**src/rtl/data_producer_pkg.sv**
```systemverilog
`default_nettype none
// ============================================================================
//  Module      : data_producer_pkg
//  Description : Shared constants and types for the data_producer block:
//                FSM state encoding, mode codes, data width and the
//                Fibonacci word-count ceiling.
//  Revision    : 1.0 - initial release
// ============================================================================
package data_producer_pkg;

    localparam int DATA_W      = 16;
    // F24 = 46368 is the largest Fibonacci number that fits in DATA_W bits
    localparam int FIB_MAX_DEF = 25;
    // Word counter width; must hold FIB_MAX
    localparam int CNT_W       = 5;

    localparam logic MODE_FIB = 1'b0;
    localparam logic MODE_TMR = 1'b1;

    typedef enum logic [1:0] {
        ST_IDLE  = 2'd0,
        ST_OFFER = 2'd1,
        ST_GAPW  = 2'd2,
        ST_FIN   = 2'd3
    } state_t;

endpackage
`default_nettype wire

```
**src/rtl/data_producer_seq_gen.sv**
```systemverilog
`default_nettype none
// ============================================================================
//  Module      : data_producer_seq_gen
//  Description : Word-sequence datapath. Produces either the Fibonacci
//                sequence F0, F1, ... for a loaded word count, or a countdown
//                from a loaded seed to 0.
//  Ports       : clk, rst      - clock, async active-high reset
//                load_i        - capture mode/seed/count, value_o = first word
//                advance_i     - step to the next word
//                mode_i        - MODE_FIB or MODE_TMR (used on load_i)
//                seed_i        - countdown start value
//                count_i       - Fibonacci word count (non-zero when used)
//                value_o       - current word
//                last_o        - current word is the final one of the run
//  Revision    : 1.0 - initial release
// ============================================================================
module data_producer_seq_gen
    import data_producer_pkg::*;
(
    input  logic              clk,
    input  logic              rst,
    input  logic              load_i,
    input  logic              advance_i,
    input  logic              mode_i,
    input  logic [DATA_W-1:0] seed_i,
    input  logic [CNT_W-1:0]  count_i,
    output logic [DATA_W-1:0] value_o,
    output logic              last_o
);

    logic              fib_q;
    logic [DATA_W-1:0] cur_q;    // word being offered
    logic [DATA_W-1:0] nxt_q;    // following Fibonacci word
    logic [CNT_W-1:0]  cnt_q;    // Fibonacci words still to deliver, incl. cur_q

    always_ff @(posedge clk or posedge rst) begin
        if (rst) begin
            fib_q <= 1'b0;
            cur_q <= '0;
            nxt_q <= '0;
            cnt_q <= '0;
        end else if (load_i) begin
            fib_q <= (mode_i == MODE_FIB);
            if (mode_i == MODE_FIB) begin
                cur_q <= '0;
                nxt_q <= DATA_W'(1);
                cnt_q <= count_i;
            end else begin
                cur_q <= seed_i;
                nxt_q <= '0;
                cnt_q <= '0;
            end
        end else if (advance_i) begin
            if (fib_q) begin
                cur_q <= nxt_q;
                // Wraps only past F24, which is never offered because the
                // count is capped; the wrapped value is never emitted.
                nxt_q <= cur_q + nxt_q;
                cnt_q <= cnt_q - CNT_W'(1);
            end else begin
                // Never advanced at 0 (that word is last), so no wrap.
                cur_q <= cur_q - DATA_W'(1);
            end
        end
    end

    assign value_o = cur_q;
    assign last_o  = fib_q ? (cnt_q == CNT_W'(1)) : (cur_q == '0);

endmodule
`default_nettype wire

```
**src/rtl/data_producer.sv**
```systemverilog
`default_nettype none
// ============================================================================
//  Module      : data_producer
//  Description : Write-side word producer for the dual-clock output buffer.
//                Emits a Fibonacci sequence or a countdown on data_1 with a
//                data_1_en valid, stalling while buffer_full is high.
//  Ports       : clk, rst      - producer clock, async active-high reset
//                start, stop   - run request (idle only) / abort
//                mode,prog_val - run configuration, sampled with start
//                buffer_full   - backpressure; word transfers when low
//                data_1_en     - offered word valid
//                data_1        - offered word
//                busy          - run in progress
//                done          - one-cycle pulse on normal completion
//                ovf           - Fibonacci count was clamped (sticky)
//  Revision    : 1.0 - initial release
// ============================================================================
module data_producer
    import data_producer_pkg::*;
#(
    parameter int GAP     = 0,
    parameter int FIB_MAX = FIB_MAX_DEF
) (
    input  logic              clk,
    input  logic              rst,
    input  logic              start,
    input  logic              stop,
    input  logic              mode,
    input  logic [DATA_W-1:0] prog_val,
    input  logic              buffer_full,
    output logic              data_1_en,
    output logic [DATA_W-1:0] data_1,
    output logic              busy,
    output logic              done,
    output logic              ovf
);

    // Gap counter holds GAP-1 .. 0
    localparam int               GAP_W    = (GAP > 1) ? $clog2(GAP) : 1;
    localparam logic [GAP_W-1:0] GAP_LOAD = GAP_W'((GAP > 0) ? GAP - 1 : 0);

    state_t           state_q, state_d;
    logic [GAP_W-1:0] gap_q, gap_d;
    logic             ovf_q, ovf_d;

    logic             w_load;
    logic             w_adv;
    logic             w_last;
    logic             w_clamp;
    logic             w_fib_empty;
    logic [CNT_W-1:0] w_count;

    assign w_clamp     = (mode == MODE_FIB) && (prog_val > DATA_W'(FIB_MAX));
    assign w_fib_empty = (mode == MODE_FIB) && (prog_val == '0);
    assign w_count     = w_clamp ? CNT_W'(FIB_MAX) : prog_val[CNT_W-1:0];

    data_producer_seq_gen u_seq_gen (
        .clk       (clk),
        .rst       (rst),
        .load_i    (w_load),
        .advance_i (w_adv),
        .mode_i    (mode),
        .seed_i    (prog_val),
        .count_i   (w_count),
        .value_o   (data_1),
        .last_o    (w_last)
    );

    always_ff @(posedge clk or posedge rst) begin
        if (rst) begin
            state_q <= ST_IDLE;
            gap_q   <= '0;
            ovf_q   <= 1'b0;
        end else begin
            state_q <= state_d;
            gap_q   <= gap_d;
            ovf_q   <= ovf_d;
        end
    end

    always_comb begin
        state_d   = state_q;
        gap_d     = gap_q;
        ovf_d     = ovf_q;
        w_load    = 1'b0;
        w_adv     = 1'b0;
        data_1_en = (state_q == ST_OFFER);
        busy      = (state_q != ST_IDLE);
        done      = (state_q == ST_FIN);

        case (state_q)
            ST_IDLE: begin
                if (start && !stop) begin
                    w_load  = 1'b1;
                    ovf_d   = w_clamp;
                    state_d = w_fib_empty ? ST_FIN : ST_OFFER;
                end
            end
            ST_OFFER: begin
                if (stop) begin
                    state_d = ST_IDLE;
                end else if (!buffer_full) begin
                    if (w_last) begin
                        // Final word stays on data_1 after the run
                        state_d = ST_FIN;
                    end else begin
                        w_adv = 1'b1;
                        if (GAP == 0) begin
                            state_d = ST_OFFER;
                        end else begin
                            state_d = ST_GAPW;
                            gap_d   = GAP_LOAD;
                        end
                    end
                end
            end
            ST_GAPW: begin
                if (stop) begin
                    state_d = ST_IDLE;
                end else if (gap_q == '0) begin
                    state_d = ST_OFFER;
                end else begin
                    gap_d = gap_q - GAP_W'(1);
                end
            end
            ST_FIN: begin
                state_d = ST_IDLE;
            end
            default: begin
                state_d = ST_IDLE;
            end
        endcase
    end

    assign ovf = ovf_q;

endmodule
`default_nettype wire
```
**config.mk**
```make
export PLATFORM = sky130hd
export DESIGN_NAME = data_producer
export DESIGN_NICKNAME = d
export VERILOG_FILES = /design/src/rtl/data_producer_pkg.sv /design/src/rtl/data_producer_seq_gen.sv /design/src/rtl/data_producer.sv
export SDC_FILE = /design/constraint.sdc
export NUM_CORES = 1
export LEC_CHECK = 0
export BUFFER_PORTS_ARGS = -buffer_cell sky130_fd_sc_hd__clkbuf_2
export CORE_MARGIN = 1
export CORE_UTILIZATION = 53
export CTS_CLUSTER_DIAMETER = 30
export DETAILED_ROUTE_END_ITERATION = 10
export PLACE_DENSITY = 0.78
export RECOVER_POWER = 50
export SYNTH_ARGS = -nofsm -noshare
export SYNTH_HDL_FRONTEND = slang
export SYNTH_SLANG_ARGS = --single-unit
```
**constraint.sdc**
```tcl
create_clock -name clk -period 2.75 [get_ports clk]
set_clock_uncertainty 0.05 [all_clocks]
set_input_delay 0.825 -clock clk [delete_from_list [all_inputs] [get_ports clk]]
set_output_delay 0.825 -clock clk [all_outputs]
set_load 0.01 [all_outputs]
```
==> results.txt, run 1 <==
- The run finished with clean final reports.
- Number of distinct standard cells referenced by the synthesized netlist: 59
- In this run the vertical extent of the chip is 79.4 um.
* Synth Net Count: between 400 and 500
- Post-synth design cell area: roughly 3200 um2
- Unrepaired setup endpoints after global routing: no
- Core Rows: 27
* Max Fanout on Critical Path: 7
- Sum of negative setup slack: 0 ns
* Vias per cell: 6.38
- Hold buffer count at cts: 0
- The worst setup path is launched from a flip-flop.
- Leading register cell type out of synthesis: dfrtp_1
- Clock tree synthesis inserted a total of 5 buffers.
- Final Critical Period: about 2.5 ns
- IO Pins: 42
* Count of mapped cells out of synthesis: approximately 390
* Detailed router's first-iteration violation count: 236
- Clock latency of the later-clocked register in the worst-skew pair: 0.30 ns
- Required time at the worst-slack endpoint: about 2.9 ns
- Worst IR drop on VDD: between 0.3 and 0.4 mV
- At the end of the flow the core is filled with cells to 0.650.
* Max H-tree Level: 2
- At the end of routability-driven placement, the weighted congestion stood at a little over 0.9.
* Fill cell total of the finished layout: 492
- Most area-consuming cells after synthesis: dfrtp_1 32%, ha_1 7.5%, o21ai_0 6.3%
- The HPWL after detailed placement is 6.67 mm.
- Based on the critical path, the design can be clocked at up to 393 MHz.
- Synth top cells by count: 41 x dfrtp_1, 40 x nand2_1, 40 x o21ai_0, 37 x nor2_1, 33 x a21oi_1
- Counting along the longest clock path gives a buffer depth of 2.
- The detail route stage leaves a number of antenna-violating nets equal to 0.
- Summed over all cells, the static leakage comes to 1.71 nW.
* Cts repair resizes: 0
* Power density normalized to cell area: approximately 670 nW/um2
- Worst min-delay path category: reg -> reg
- Largest area contributor in the netlist: dfrtp_1
- Via count of the first global-routing pass: 3,132
- The number of max-slew violations in the final report came to 0.
* Pin count of the biggest net entering global routing: 42
* Worst Max-Slew Pin Slew: 1.07 ns
* Relative slew margins: 0.287
- In this run the horizontal extent of the chip is between 70 and 80 um.
* Syn. warnings: 0
- The count of buffers added on input and output ports is between 40 and 50.
- Mean post-synth cell area: 8.08 um2
* Overflow left after global routing: 0
* Share of the cycle needed by the critical path after routing: 0.925
- After synthesis the netlist holds a flip-flop and latch count of 41.
* Number of maximum-capacitance constraint violations: 0
- Kind of critical path: reg -> reg
* Total vias in the final route: 3,306
- The area growth from synthesis to layout is 15.4%.
- TritonRoute pass-1 iters: 5
* Cell with the most instances after synthesis: dfrtp_1
* Core Area: ~5600 um2
* Die Area: approximately 6300 um2
* Residual DRC: 0
- Clock tree synthesis selected as its root buffer the cell clkbuf_8.
- Number of failing setup endpoints in the final timing report: 0
- At the worst endpoint, the arrival time is 2.69 ns.
* Share of post-route cells with drive strength above 1: 0.161
* Antenna diode count: 0
- For this run, the total global-route usage over all layers was measured as 0.305.
* Post-CTS clock slew at the launch and capture registers of the worst setup and hold paths: 0.08 ns
* Aggregate routed wire length: 8.94 mm
* Part of the Yosys area used for sequential elements: 0.323
* Final count of hold timing violations: 0
- The worst setup path is captured at a flip-flop.
- The clock drives 41 sinks.
- The initial antenna violation count is 0.
* Clock tree from TritonCTS: yes
* Nets: around 490
* Number of setup buffers added after CTS: 0
* Average wire length per cell after detail routing: 17.3 um
- In the synthesized netlist the async set-or-reset flop fraction comes to 1.00.
- The first global-routing pass estimated 15.0 mm of wire.
* Total power: 2.46 mW
- Share of the synthesized area in the top cell type: 0.323
* Count of flip-flops with a built-in enable after synthesis: 0
- Initial Utilization: 0.563
[metal layers]
metal  GRT usage  wire [um]  vias to the layer above  share of wire
met5           0          0                        -              0
met4       0.109        212                        0          0.024
met3      0.0503        462                       20          0.052
met2       0.491       4200                      119           0.47
met1       0.412       4060                     1606           0.45
li1            -          -                     1561              -
[power breakdown]
group | switching [mW] | leakage, nW | internal (mW)
clock | 0.224 | 0.0585 | 0.296
sequential | 0.142 | 0.537 | 0.724
combinational | 0.641 | 1.12 | 0.437
total | 1.01 | 1.71 | 1.46
[cell usage in the layout (no fill, tap or decap), drive strengths merged, types with 3 or more instances in the layout]
cell type | synthesis | final
o21a | 6 | 6
a21o | 5 | 5
inv | 14 | 14
a31oi | 8 | 8
nand2b | 3 | 3
clkbuf | 9 | 49
a21oi | 33 | 33
or2 | 4 | 4
nor4 | 7 | 7
nor3 | 13 | 13
o31ai | 4 | 4
o211ai | 4 | 4
o21ai | 44 | 44
and3 | 5 | 5
nand2 | 40 | 40
o21bai | 4 | 4
a211oi | 3 | 3
nand3 | 20 | 20
buf | 8 | 20
nor2 | 38 | 38
a22o | 3 | 3
nor4b | 3 | 3
xnor2 | 8 | 8
xor2 | 3 | 3
and2 | 3 | 3
ha | 19 | 19
dfrtp | 41 | 41
a32oi | 7 | 7
mux2i | 3 | 3
nor2b | 4 | 4
[cell families after synthesis]
family / Yosys count / synth area share
AO/OA/AOI/OAI: 138 / 0.277
XOR/XNOR: 11 / 0.0303
adder cells (fa/ha/maj): 20 / 0.0811
buffers and inverters: 31 / 0.0402
flip-flops: 41 / 0.323
multiplexers: 4 / 0.0142
AND/OR/NAND/NOR: 148 / 0.234
[worst max-delay path, cell delays in order (launching register included)]
cell and delay, ns:
dfrtp_1 0.48, ha_1 0.27, inv_1 0.07, fa_1 0.39, nor2b_1 0.22, o31a_1 0.23, a41oi_1 0.19, nand2b_1 0.19
a211oi_1 0.09, a211o_1 0.27
[state kept, by name, indices dropped and copies added (netlist names)]
| name | count |
|---|---|
| state_q | 2 |
| u_seq_gen.nxt_q | 16 |
| u_seq_gen.fib_q | 1 |
| u_seq_gen.cnt_q | 5 |
| ovf | 1 |
| u_seq_gen.value_o | 16 |
[worst paths after layout]
check	start	depth (start not counted)	endpoint	slack [ns]
worst max-delay path	u_seq_gen.value_o[0]	9	u_seq_gen.nxt_q[14]	0.21
worst min-delay path	u_seq_gen.nxt_q[15]	1	u_seq_gen.nxt_q[15]	0.45
worst max register to register	u_seq_gen.value_o[0]	9	u_seq_gen.nxt_q[14]	0.21
worst min register to register	u_seq_gen.nxt_q[15]	1	u_seq_gen.nxt_q[15]	0.45
max in group asynchronous	rst	3	state_q[0]	1.21
min in group asynchronous	rst	3	u_seq_gen.value_o[2]	0.78
[metrics by stage]
step / worst slack, ns / instance area [um2] / hold WS [ns] / instances
6_report: 0.205 / 3670 / 0.450 / 518
5_1_grt: 0.0334 / 3670 / 0.505 / 518
4_1_cts: 0.225 / 3680 / 0.446 / 518
3_5_place_dp: 0.187 / 3560 / 0.435 / 510
3_3_place_gp: 0.240 / 3560 / 0.424 / 510
2_1_floorplan: 0.486 / 3180 / 0.396 / 393
[area by class of cell]
class | count | area (um2) | share of cell area
clock buffer | 7 | 86.3 | 0.0235
multi-input combinational | 321 | 2030 | 0.554
sequential | 41 | 1030 | 0.280
tap | 72 | 90.1 | 0.0246
clock inverter | 1 | 30.0 | 0.00819
inverter | 14 | 52.6 | 0.0143
timing repair buffer | 62 | 350 | 0.0955
Power figures use the tool's default switching activity.
==> run 2: changes to the inputs <==
--- a/config.mk
+++ b/config.mk
@@ -5,12 +5,13 @@
 export SDC_FILE = /design/constraint.sdc
 export NUM_CORES = 1
 export LEC_CHECK = 0
+export ABC_AREA = 1
 export BUFFER_PORTS_ARGS = -buffer_cell sky130_fd_sc_hd__clkbuf_2
 export CORE_MARGIN = 1
 export CORE_UTILIZATION = 53
 export CTS_CLUSTER_DIAMETER = 30
 export DETAILED_ROUTE_END_ITERATION = 10
-export PLACE_DENSITY = 0.78
+export PLACE_DENSITY = 0.77
 export RECOVER_POWER = 50
 export SYNTH_ARGS = -nofsm -noshare
 export SYNTH_HDL_FRONTEND = slang
==> results.txt, run 2 <==
- Final count of hold timing violations: 0 (unchanged)
- The global route total overflow is 0 (unchanged).
* IO Pins: 42 (unchanged)
* Number of maximum-capacitance constraint violations: 0 (unchanged)
- Count of flip-flops with a built-in enable after synthesis: 0 (unchanged)
- The cell-internal power is 1.94 mW (+33%).
- Worst setup slack for register-to-register paths: 0.57 ns (+0.36 ns)
- Pin count of the biggest net entering global routing: 39 (-7.1%)
* Power density normalized to cell area: 1020 nW/um2 (+52%)
- The static leakage came to 2.33 nW (+36%).
- Synth top cells by count: 257 x nand2_1, 83 x inv_1, 50 x nor2_1, 48 x nand3_1, 41 x dfrtp_1
- The number of max-slew violations in the final report was 0 (unchanged).
* Area taken by flip-flops and latches: 1030 um2 (unchanged)
- Clock latency of the later-clocked register in the worst-skew pair: 0.30 ns (about the same)
- The number of placed instances, taps included is 712 (+40%).
* First-pass GRT wire length: 16.6 mm (+11%)
* Cts repair resizes: 0 (unchanged)
* Via count of the first global-routing pass: 3,492 (+11%)
- Post-CTS clock slew at the launch and capture registers of the worst setup and hold paths: 0.08 ns (about the same)
- Unrepaired setup endpoints after global routing: no
* F_max: 458 MHz (+17%)
- The critical path is of the reg -> reg type.
* Required time at the worst-slack endpoint: 2.89 ns (about the same)
- The area share of the largest cell type after synthesis is 0.277 (-0.0458).
- Aggregate routed wire length: 9.85 mm (+10%)
- The final RePlAce weighted congestion was 0.879 (-3.4%).
- Number of buffers added on ports: 41 (unchanged)
* Die span in x: 85.6 um (+7.8%)
- The fraction of the cycle the final worst path needs came to 0.794 (-0.132).
- The part of the power in registers was 0.289 (-0.062).
* Start of the worst register-to-register path: u_seq_gen.value_o[0]
- Sum of negative setup slack: 0 ns (unchanged)
- The per-cell via count in the routed design was 5.27 (-17%).
- Hold Path End: u_seq_gen.cnt_q[1]
- The worst-case setup margin in the final layout came to 0.567 ns (+0.362 ns).
- The footprint of the multi-input gates was 2270 um2 (+12%).
- TritonCTS built the clock tree.
* Switching power total: 2.18 mW (+120%)
- The proportion of synthesized flip-flops having asynchronous set or reset is 1.00 (unchanged).
- The most used flip-flop cell after synthesis is dfrtp_1.
* Residual DRC: 0 (unchanged)
- The power share of the combinational group is 0.615 (+0.178).
- Part of the Yosys area used for sequential elements: 0.277 (-0.0458)
- Post-synth design cell area: 3700 um2 (+17%)
- Count of mapped cells out of synthesis: 598 (+52%)
* Final Non-Filler Cells: 720 (+39%)
- The first-iteration detailed-routing DRC count is 253 (+7.2%).
- The minimum clock period after layout came to 2.18 ns (-0.362 ns).
* Mean post-synth cell area: 6.19 um2 (-23%)
* Most frequent cells in the layout: 257 x nand2_1, 82 x inv_1, 51 x nor2_1
- The initial antenna violation count came to 0 (unchanged).
- The total clock buffers created by CTS is 5 (unchanged).
- The utilization after layout came to 0.596 (-0.0545).
- The number of endpoints failing setup at the final stage was 0 (unchanged).
* Cell with the most instances after synthesis: nand2_1
- The number of library cell types mapped by synthesis is 29 (-51%).
* Clk sinks: 41 (unchanged)
- The number of warnings issued by yosys came to 0 (unchanged).
- The average wire length per cell after detail routing is 13.7 um (-21%).
- Antenna diode count: 0 (unchanged)
- Relative to the synthesized area, the layout overhead comes to 8.69%.
* Clock root cell: clkbuf_8
- Worst min-delay path category: reg -> reg
* Sw frac: 0.529 (+0.120)
- Worst IR drop on VDD: 0.530 mV (+51%)
* Total power: 4.12 mW (+67%)
* Total vias in the final route: 3,795 (+15%)
* Instance count along the most critical hold path: 2 (+1)
- The slew at the pin closest to its max-slew limit came to 1.18 ns (+0.114 ns).
* Share of post-route cells with drive strength above 1: 0.116 (-0.0458)
* Nets: 681 (+40%)
- Minimum setup slack after placement: 0.356 ns (+0.169 ns)
- The placed wire-length estimate after detailed placement is 7.69 mm (+15%).
* Run status: complete, no violations
* Clock share of power: 0.095 (-0.116)
- The net count after synthesis was 640 (+47%).
- The worst setup path is captured at a flip-flop.
- Core Rows: 30 (+11%)
- Most area-consuming cells after synthesis: dfrtp_1 28%, nand2_1 26%, inv_1 8.4%
- The depth of the CTS H-tree was 2 (unchanged).
- The effective utilization at floorplan was 0.548 (-0.0151).
- In this run the most critical hold path is launched from u_seq_gen.cnt_q[1].
* Largest area contributor in the netlist: dfrtp_1
* Data arrival at the endpoint of the critical path: 2.33 ns (-0.36 ns)
- Combined global-route utilization of all metal layers: 0.286 (-0.0198)
* CP startpoint kind: flip-flop
* Fill cell total of the finished layout: 664 (+35%)
* Count of nets left with antenna violations after detail routing: 0 (unchanged)
- Relative slew margins: 0.211 (-0.0760)
- The endpoint identified for the worst register-to-register timing path is u_seq_gen.value_o[7].
- Die Span Y: 85.6 um (+7.8%)
- Core Area: 6760 um2 (+20%)
- Hold buffer count at cts: 0 (unchanged)
- Number of setup buffers added after CTS: 0 (unchanged)
* Flip-flop and latch count after synthesis: 41 (unchanged)
- FF-to-FF path depth: 11 (+2)
- Max Fanout on Critical Path: 38 (+31)
- Deepest clock path buffer count: 2 (unchanged)
* Commonest non-fill, non-tap cell in the layout: nand2_1
* Die Area: 7320 um2 (+16%)
* TritonRoute pass-1 iters: 5 (unchanged)
## run 2: changes by cell type after synthesis, moves of 6 or more
cell and change:
a21oi_1 -21, a31oi_1 -8, a32oi_1 -7, clkbuf_1 -9
inv_1 +69, nand2_1 +217, nand3_1 +29, nand3_2 +10
nand3b_1 +6, nor2_1 +13, nor3_1 -6, o21ai_0 -29
o21ai_2 +6
## run 2: cells by family (layout without fill, tap and decap cells)
family	after synthesis	count (layout)	share of synthesized area
buffers and inverters	96	138	0.109
AOI/OAI and AO/OA	34	34	0.0558
xor gates and xnor gates	7	7	0.0166
and+or+nand+nor	400	400	0.472
DFF	41	41	0.277
adders and majority gates	20	20	0.0696
## run 2: worst max-delay path by stage
stage | slack (ns) | end | depth (start not counted) | start
after global routing | 0.42 | u_seq_gen.value_o[12] | 12 | stop
after detailed placement | 0.36 | u_seq_gen.value_o[12] | 13 | start
final | 0.57 | u_seq_gen.value_o[7] | 11 | u_seq_gen.value_o[0]
after CTS | 0.63 | u_seq_gen.value_o[7] | 11 | u_seq_gen.value_o[0]
after floorplan | 0.79 | u_seq_gen.cnt_q[3] | 9 | start
after global placement | 0.43 | u_seq_gen.value_o[13] | 13 | start
## run 2: worst max-delay path, stage by stage (launching register included)
cell	delay [ns]
dfrtp_1	0.45
inv_1	0.16
ha_1	0.25
nand2_1	0.07
nor2_1	0.04
nand3_1	0.14
nand3_4	0.12
nand2_2	0.08
buf_4	0.40
inv_1	0.16
nand2_1	0.10
nand2_1	0.06
## run 2: final cells by class
type / count / share of cell area
Multi-Input combinational cell: 461 / 0.563
Timing Repair Buffer: 47 / 0.0581
Tap cell: 80 / 0.0249
Sequential cell: 41 / 0.255
Clock inverter: 3 / 0.00435
Inverter: 83 / 0.0774
Clock buffer: 5 / 0.0171
## run 2: power by group through the flow
stage | Clock [mW] | Combinational, mW | Sequential, mW
after floorplan | 0 | 1.94 | 1.13
after global placement | 0 | 2.44 | 1.18
after detailed placement | 0 | 2.52 | 1.20
after CTS | 0.402 | 2.54 | 1.19
after global routing | 0.428 | 2.90 | 1.22
final | 0.393 | 2.54 | 1.19
## run 2: layer usage
metal	up-vias	part of all wire	GRT usage
met4	0	0.014	0.0652
met5	-	0	0
met3	13	0.046	0.0308
met1	1727	0.46	0.393
li1	1933	-	-
met2	122	0.48	0.484
## run 2: per-stage QoR
stage               hold WS (ns)  instance area (um2)
floorplan                  0.392                 3700
global placement           0.413                 3960
detailed placement         0.429                 3960
CTS                        0.457                 4050
global route               0.481                 4020
finish                     0.447                 4020
